`config.mk`:
```
export PLATFORM = sky130hd
export DESIGN_NAME = baud_tick_gen
export DESIGN_NICKNAME = d
export VERILOG_FILES = /design/src/rtl/uart_pkg.sv /design/src/rtl/baud_frac_div.sv /design/src/rtl/baud_tick_gen.sv
export SDC_FILE = /design/constraint.sdc
export NUM_CORES = 1
export LEC_CHECK = 0
export ABC_CLOCK_PERIOD_IN_PS = 6000
export CORE_MARGIN = 2
export CORE_UTILIZATION = 35
export DETAILED_ROUTE_END_ITERATION = 7
export GPL_TIMING_DRIVEN = 0
export PLACE_DENSITY = 0.56
export SYNTH_ARGS = -nofsm -noshare
export SYNTH_HDL_FRONTEND = slang
export SYNTH_SLANG_ARGS = --single-unit
```
`constraint.sdc`:
```
create_clock -name clk30M -period 6 [get_ports clk30M]
set_input_delay 0.6 -clock clk30M [delete_from_list [all_inputs] [get_ports clk30M]]
set_output_delay 0.6 -clock clk30M [all_outputs]
set_load 0.02 [all_outputs]
```
`src/rtl/uart_pkg.sv`:
```
// UART shared definitions: default divider widths,
// minimum divisor and the baud divisor helper.
package uart_pkg;

    localparam int DEF_DIV_W  = 16;
    localparam int DEF_FRAC_W = 4;
    localparam int DEF_OSR    = 16;
    localparam int MIN_DIV    = 2;

    typedef struct packed {
        logic [DEF_DIV_W-1:0]  div_int;
        logic [DEF_FRAC_W-1:0] div_frac;
    } baud_div_t;

    // Rounded clk/(baud*osr) in 1/2^FRAC_W steps, split into int/frac.
    function automatic baud_div_t baud_div(
        input longint clk_hz,
        input longint baud,
        input longint osr
    );
        longint    den;
        longint    q;
        baud_div_t r;
        den = baud * osr;
        q = (clk_hz * (longint'(1) << DEF_FRAC_W) + den / 2) / den;
        r.div_int  = DEF_DIV_W'(q >> DEF_FRAC_W);
        r.div_frac = DEF_FRAC_W'(q);
        return r;
    endfunction

endpackage

```
`src/rtl/baud_frac_div.sv`:
```
// Fractional oversample divider: os counter, phase accumulator,
// active/shadow divisor pair and the registered os_tick.
module baud_frac_div
    import uart_pkg::*;
#(
    parameter int DIV_W    = DEF_DIV_W,
    parameter int FRAC_W   = DEF_FRAC_W,
    parameter int DEF_INT  = 195,
    parameter int DEF_FRAC = 5
) (
    input  logic              clk30M,
    input  logic              nrst,
    input  logic              en,
    input  logic [DIV_W-1:0]  div_int,
    input  logic [FRAC_W-1:0] div_frac,
    input  logic              div_load,
    input  logic              restart,
    output logic              os_fire,
    output logic              os_tick
);

    logic [DIV_W-1:0]  cnt;
    logic [DIV_W-1:0]  act_int;
    logic [DIV_W-1:0]  shd_int;
    logic [DIV_W-1:0]  int_eff;
    logic [DIV_W-1:0]  nxt_int;
    logic [FRAC_W-1:0] acc;
    logic [FRAC_W-1:0] act_frac;
    logic [FRAC_W-1:0] shd_frac;
    logic [FRAC_W-1:0] nxt_frac;
    logic [FRAC_W:0]   sum;
    logic [DIV_W:0]    last;

    // Period length of the running period and the wrap condition.
    always_comb begin
        sum = {1'b0, acc} + {1'b0, act_frac};
        if (act_int < DIV_W'(MIN_DIV)) begin
            int_eff = DIV_W'(MIN_DIV);
        end else begin
            int_eff = act_int;
        end
        last = {1'b0, int_eff}
             + {{DIV_W{1'b0}}, sum[FRAC_W]}
             - {{DIV_W{1'b0}}, 1'b1};
        os_fire = en & ~restart & ({1'b0, cnt} >= last);
        nxt_int  = div_load ? div_int : shd_int;
        nxt_frac = div_load ? div_frac : shd_frac;
    end

    // Counter, accumulator and divisor registers; reload only at boundaries.
    always_ff @(posedge clk30M) begin
        if (!nrst) begin
            cnt      <= '0;
            acc      <= '0;
            act_int  <= DIV_W'(DEF_INT);
            act_frac <= FRAC_W'(DEF_FRAC);
            shd_int  <= DIV_W'(DEF_INT);
            shd_frac <= FRAC_W'(DEF_FRAC);
            os_tick  <= 1'b0;
        end else begin
            os_tick <= os_fire;
            if (div_load) begin
                shd_int  <= div_int;
                shd_frac <= div_frac;
            end
            if (restart) begin
                cnt      <= '0;
                acc      <= '0;
                act_int  <= nxt_int;
                act_frac <= nxt_frac;
            end else if (!en) begin
                act_int  <= nxt_int;
                act_frac <= nxt_frac;
            end else if (os_fire) begin
                cnt      <= '0;
                acc      <= sum[FRAC_W-1:0];
                act_int  <= shd_int;
                act_frac <= shd_frac;
            end else begin
                cnt <= cnt + DIV_W'(1);
            end
        end
    end

endmodule

```
`src/rtl/baud_tick_gen.sv`:
```
// Baud tick generator: fractional oversample divider plus the
// bit counter with normal and mid-bit restart alignment.
module baud_tick_gen
    import uart_pkg::*;
#(
    parameter int DIV_W    = DEF_DIV_W,
    parameter int FRAC_W   = DEF_FRAC_W,
    parameter int OSR      = DEF_OSR,
    parameter int DEF_INT  = 195,
    parameter int DEF_FRAC = 5
) (
    input  logic              clk30M,
    input  logic              nrst,
    input  logic              en,
    input  logic [DIV_W-1:0]  div_int,
    input  logic [FRAC_W-1:0] div_frac,
    input  logic              div_load,
    input  logic              restart,
    input  logic              restart_mid,
    output logic              os_tick,
    output logic              bit_tick
);

    localparam int BW = $clog2(OSR + 1);
    localparam logic [BW-1:0] LAST = BW'(OSR - 1);
    localparam logic [BW-1:0] MID  =
        (OSR >= 2) ? BW'(OSR - OSR / 2) : BW'(0);

    logic          os_fire;
    logic [BW-1:0] bit_cnt;

    baud_frac_div #(
        .DIV_W    (DIV_W),
        .FRAC_W   (FRAC_W),
        .DEF_INT  (DEF_INT),
        .DEF_FRAC (DEF_FRAC)
    ) u_div (
        .clk30M   (clk30M),
        .nrst     (nrst),
        .en       (en),
        .div_int  (div_int),
        .div_frac (div_frac),
        .div_load (div_load),
        .restart  (restart),
        .os_fire  (os_fire),
        .os_tick  (os_tick)
    );

    // Count oversample ticks; the last one of a bit also fires bit_tick.
    always_ff @(posedge clk30M) begin
        if (!nrst) begin
            bit_cnt  <= '0;
            bit_tick <= 1'b0;
        end else begin
            bit_tick <= os_fire & (bit_cnt == LAST);
            if (restart) begin
                bit_cnt <= restart_mid ? MID : '0;
            end else if (os_fire) begin
                if (bit_cnt == LAST) begin
                    bit_cnt <= '0;
                end else begin
                    bit_cnt <= bit_cnt + BW'(1);
                end
            end
        end
    end

endmodule

```
After elaboration in Yosys (flattened, before gate mapping)

Index checks and enable logic that the tools add are counted.

Logic and storage cells: 40
Input port bits: 26
Output and inout bits: 2
Bits in registers: 67

Bitwise gates (word level): 5
Reductions and logical operators: 3
Eq/ne operators: 2
Mux-type cells: 14
Add/sub/neg operators: 5
Magnitude comparators: 2

Operators by type and width:

| cell                                                 | count |
|---|---|
| 2-to-1 mux 16 bit                                    | 6 |
| 2-to-1 mux 4 bit                                     | 5 |
| adder 16 x 1 -> 17 bit                               | 1 |
| greater-or-equal comparator 16 x 17 -> 1 bit         | 1 |
| subtractor 17 x 1 -> 17 bit (second input constant)  | 1 |
| adder 16 x 1 -> 16 bit (second input constant)       | 1 |
| < comparator 16 x 2 -> 1 bit (second input constant) | 1 |
| 2-to-1 mux 5 bit                                     | 3 |
| adder 4 x 4 -> 5 bit                                 | 1 |
| adder 5 x 1 -> 5 bit (second input constant)         | 1 |
| equality test 5 x 4 -> 1 bit (second input constant) | 1 |
| AND 1 bit                                            | 3 |
| != test 3 x 1 -> 1 bit (second input constant)       | 1 |
| NOT 1 bit                                            | 2 |
| AND reduction 2 bit                                  | 1 |
| nonzero test 2 bit                                   | 1 |
| OR reduction 2 bit                                   | 1 |

Longest topological paths before layout

Word-level depth: 9
Mapped depth: 21
Mapped depth without buffers: 19

Modules after synthesis

From an unflattened synthesis, not the netlist that was laid out.

Cells, all modules: 398
Area, all modules: 3564.7 um2

By module, submodules not included:

| module        | cells each | instances | seq. area each (um2) | area each (um2) |
|---|---|---|---|---|
| baud_frac_div | 370        | 1         | 1221.2               | 3295.7 |
| baud_tick_gen | 28         | 1         | 120.1                | 269.0 |

Worst setup path after synthesis

OpenSTA, ideal clock, no wires.

Path type: register to register
Start point: reg u_div.act_int[9]
End point: reg u_div.cnt[10]
Path buffers: 2
Period minus slack after synthesis: 4.318 ns
Data arrival time: 4.201 ns
Stages on the path, launching flop included: 19
Data required time: 5.883 ns
Library setup time: 0.117 ns
Setup slack: 1.682 ns
Cells stage by stage: dfxtp_1 -> or4_4 -> nor4_4 -> nand3_1 -> nand2_1 -> ha_1 -> ha_1 -> nor3b_1 -> nand2_1 -> nor4_1 -> xnor2_1 -> ha_1 -> o211ai_1 -> and3_1 -> and3_1 -> clkbuf_8 -> o31ai_1 -> buf_2 -> nor2_1

Cells in the longest elaborated chain, start to end: 7

RTL lines:

| what                                             | line                | text |
|---|---|---|
| start, declared                                  | baud_frac_div.sv:23 | `logic [DIV_W-1:0] act_int;` |
| start signal, assigned                           | baud_frac_div.sv:55 | `act_int <= DIV_W'(DEF_INT);` |
| start signal, assigned                           | baud_frac_div.sv:69 | `act_int <= nxt_int;` |
| start signal, assigned                           | baud_frac_div.sv:72 | `act_int <= nxt_int;` |
| < comparator 16 x 2 -> 1 bit                     | baud_frac_div.sv:37 | `if (act_int < DIV_W'(MIN_DIV)) begin` |
| 2-to-1 mux 16 bit (*)                            | baud_frac_div.sv:37 |  |
| adder 16 x 1 -> 17 bit (*)                       | baud_frac_div.sv:43 | `+ {{DIV_W{1'b0}}, sum[FRAC_W]}` |
| subtractor 17 x 1 -> 17 bit (*)                  | baud_frac_div.sv:44 | `- {{DIV_W{1'b0}}, 1'b1};` |
| greater-or-equal comparator 16 x 17 -> 1 bit (*) | baud_frac_div.sv:45 | `os_fire = en & ~restart & ({1'b0, cnt} >= last);` |
| AND 1 bit (*)                                    | baud_frac_div.sv:45 |  |
| 2-to-1 mux 16 bit (*)                            | baud_frac_div.sv:74 | `end else if (os_fire) begin` |
| end signal, assigned                             | baud_frac_div.sv:80 | `cnt <= cnt + DIV_W'(1);` |
| end, declared                                    | baud_frac_div.sv:22 | `logic [DIV_W-1:0] cnt;` |

Every way passes the cells marked *; elsewhere a longest branch is shown, timed or not.
A chain may end at the register's enable or synchronous reset.

Final worst setup path

Start point: reg u_div.act_int[9]
End point: reg u_div.cnt[7]

Same word-level chain as after synthesis.

==> metrics.cfg <==
[outcome]
status = finished clean

[clock_network]
cts.sinks = 67
cts.clk_slew.worst_paths_ps = 80
cts_setup_buffers = 0
cts_tree = yes
htree_levels = 3
numCtsBuffers = 9
clock_latency_ps = 350
cts_buffer_depth = 2
root_buffer = clkbuf_8
cts_hold_buf = 0
cts_resized = 0

[setup_path]
worstPathMaxFanout = 10
worstPathCellList = or4_4 > nor4_4 > nand3_1 > nand2_1 > ha_1 > ha_1 > nor3b_1 > nand2_1 > nor4_1 > xnor2_1 > ha_1 > o211ai_1 > and3_1 > and3_1 > clkbuf_8 > o31ai_1 > buf_2 > nor2_1
path_class = register to register
start_kind = register
crit_start = u_div.act_int[9]$_SDFFE_PN0P_
r2r_start = u_div.act_int[9]$_SDFFE_PN0P_
r2r_end = u_div.cnt[7]$_SDFFE_PP0P_
worstPathArrival_ps = 5500
cpMaxStageDelayCell = o31ai_1
ff2ff_path_depth = 18
slowest_delay_ps = 670
crit_required_ps = 6240
endpoint_kind = register
crit_path_frequent_cell = ha_1
reg2reg_slack_ps = 740
critPathCapture = u_div.cnt[7]$_SDFFE_PP0P_

[grt]
antenna_found_initial = 0
grt_pass1_wl_mm = 15.9
grt_max_degree = 14
overflow = 0
grt_pass1_vias = 3092
grt_usage = 0.176

[finish]
fin_cells = 608
finalNetCount = 518
fillers = 1080
seqCellArea_sq_um = 1340
multi_input_area_sq_um = 2210
area_delta_synth_final_pct = 17.5
antenna_cells = 0
fin_area_sq_um = 4400
final_layout_size_suffix_gt1_frac = 0.0805
finalCoreUtilization = 0.425

[logic_synthesis]
synthCells = 430
ys_ff_latch = 67
ys_async_sr_fraction = 0
postSynthAreaPerCell_sq_um = 8.72
synth_enable_flop_cells = 0
netlist_top_cells_area = dfxtp_1 (36%), ha_1 (8.0%), mux2i_1 (6.4%)
ys_warn_count = 0
yosysSeqAreaShare = 0.358
syn_area_sq_um = 3750
synth_area_leader_cell = dfxtp_1
yosysTopAreaCellShare = 0.358
ys.flop_type = dfxtp_1
syn_nets = 481
synth_cell_types = 53

[die]
core.rowCount = 37
ios = 28
die_y_um = 107
die_w_um = 107
die_area_sq_um = 11600
initial_core_util = 0.361
core_region_area_sq_um = 10400

[run]
max_cap_viol_count = 0

[drt]
drt_iter0_drc = 212
vias = 3205
totalWireLength_mm = 9.40
viasPerCell = 5.27
wire_per_inst_um = 15.5
ant_nets = 0
drcViolationCount = 0
first_pass_iters = 4

[pwr]
cellPowerDensity_nw_per_um2 = 238
power_leakage_uw = 0.00167
power_uw = 1050
ir_drop_uv = 103

[min_path]
hold_depth = 1
min_path_type = register to register

[timing]
fmax_ghz = 0.190
max_slew_margin = 0.490
final-hold-violation-count = 0
final-max-slew-violation-count = 0
fin_crit_ps = 5260
setup_tns_ps = 0
setup-violations-final = 0
worst_pin_slew_ps = 759
rsz0062_at_grt = no
worst_clock_skew_ps = 7.29
finalCritPeriodShare = 0.876

[place]
gp_congestion = 0.824
place_inst = 592
dpl_cell_area_sq_um = 4180
dp_hpwl_mm = 6.97
io_buffers = 26

[state kept, by name (all words and copies together), names as in the netlist]
register / cells
u_div.os_tick: 1
u_div.acc: 4
u_div.shd_int: 16
u_div.cnt: 16
bit_tick: 1
bit_cnt: 5
u_div.act_frac: 4
u_div.act_int: 16
u_div.shd_frac: 4
[worst max-delay path: cells and delay by family, from the launching register on]
kind,cells,cell delay (ps)
adder cells (fa/ha/maj),3,710
flip-flops,1,360
AND/OR/NAND/NOR,10,2650
AO/OA/AOI/OAI,2,780
XOR/XNOR,1,140
buffers and inverters,2,510
[final cells by class]
class,count,share of cell area
plain buffers,24,0.0358
clock buffers,9,0.0281
clock inverters,7,0.0230
inverters,10,0.00852
multi-input cells,329,0.502
flip-flops and latches,67,0.305
well taps,136,0.0386
repair buffers,26,0.0591
[how the worst min path moves through the flow]
| stage | slack, ps | from | end |
|---|---|---|---|
| after floorplan | 440 | bit_cnt[4]$_SDFFE_PN0P_ | bit_cnt[4]$_SDFFE_PN0P_ |
| after global placement | 450 | bit_cnt[4]$_SDFFE_PN0P_ | bit_cnt[4]$_SDFFE_PN0P_ |
| after detailed placement | 450 | bit_cnt[4]$_SDFFE_PN0P_ | bit_cnt[4]$_SDFFE_PN0P_ |
| after CTS | 470 | bit_cnt[4]$_SDFFE_PN0P_ | bit_cnt[4]$_SDFFE_PN0P_ |
| after global routing | 470 | bit_cnt[4]$_SDFFE_PN0P_ | bit_cnt[4]$_SDFFE_PN0P_ |
| final | 470 | bit_cnt[4]$_SDFFE_PN0P_ | bit_cnt[4]$_SDFFE_PN0P_ |
[layer usage]
layer / vias to the layer above / global-route usage / routed length, um
met5: - / 0 / 0
met4: 0 / 0.0586 / 156
met3: 11 / 0.0369 / 368
met2: 70 / 0.289 / 4320
met1: 1515 / 0.230 / 4560
li1: 1609 / - / -
[power by group]
part	switching [uW]	internal (uW)
Combinational	77.4	61.8
Sequential	17.8	463
Clock	193	237
Total	288	762
[cell usage after synthesis, types with 2 or more instances]
cell	count
nor3_2	2
a211o_1	2
xor2_1	11
clkbuf_1	11
a311o_1	6
nand3b_1	2
o31ai_1	3
dfxtp_1	67
clkbuf_8	4
or4_1	2
nor3_1	18
o211ai_1	4
nand4_1	10
ha_1	24
a221o_1	5
o22ai_1	2
and3_1	10
mux2i_1	24
nand3_1	22
nand2_1	57
xnor2_1	15
nor2_1	29
a211oi_1	2
a31oi_1	11
nand2b_1	4
a21oi_1	10
buf_2	4
o21ai_0	18
buf_1	2
inv_1	10
nor2b_1	17
[cell usage in the layout (no fill, tap or decap), types with 4 or more instances in the layout]
cell type and instances:
a21oi_1 10, a221o_1 5, a311o_1 6, a31oi_1 11, and3_1 10, buf_2 4, clkbuf_1 11, clkbuf_8 13
clkdlybuf4s50_1 26, dfxtp_1 67, ha_1 24, inv_1 10, mux2i_1 24, nand2_1 57, nand2b_1 4, nand3_1 22
nand4_1 10, nor2_1 29, nor2b_1 17, nor3_1 18, o211ai_1 4, o21ai_0 18, xnor2_1 15, xor2_1 11
[per-stage QoR]
stage,setup slack (ps),hold slack (ps)
detailed placement,803,453
finish,745,466
CTS,768,465
global placement,847,446
global route,224,471
floorplan,1680,438
[kinds of logic after synthesis]
logic type	count (synthesis)	share of synthesized area
flip-flops	67	0.358
XOR/XNOR	26	0.0607
AND/OR/NAND/NOR	184	0.252
AO/OA/AOI/OAI	69	0.125
buffers and inverters	34	0.0521
adder cells (fa/ha/maj)	25	0.0854
multiplexers	25	0.0671
Power figures use the tool's default switching activity.
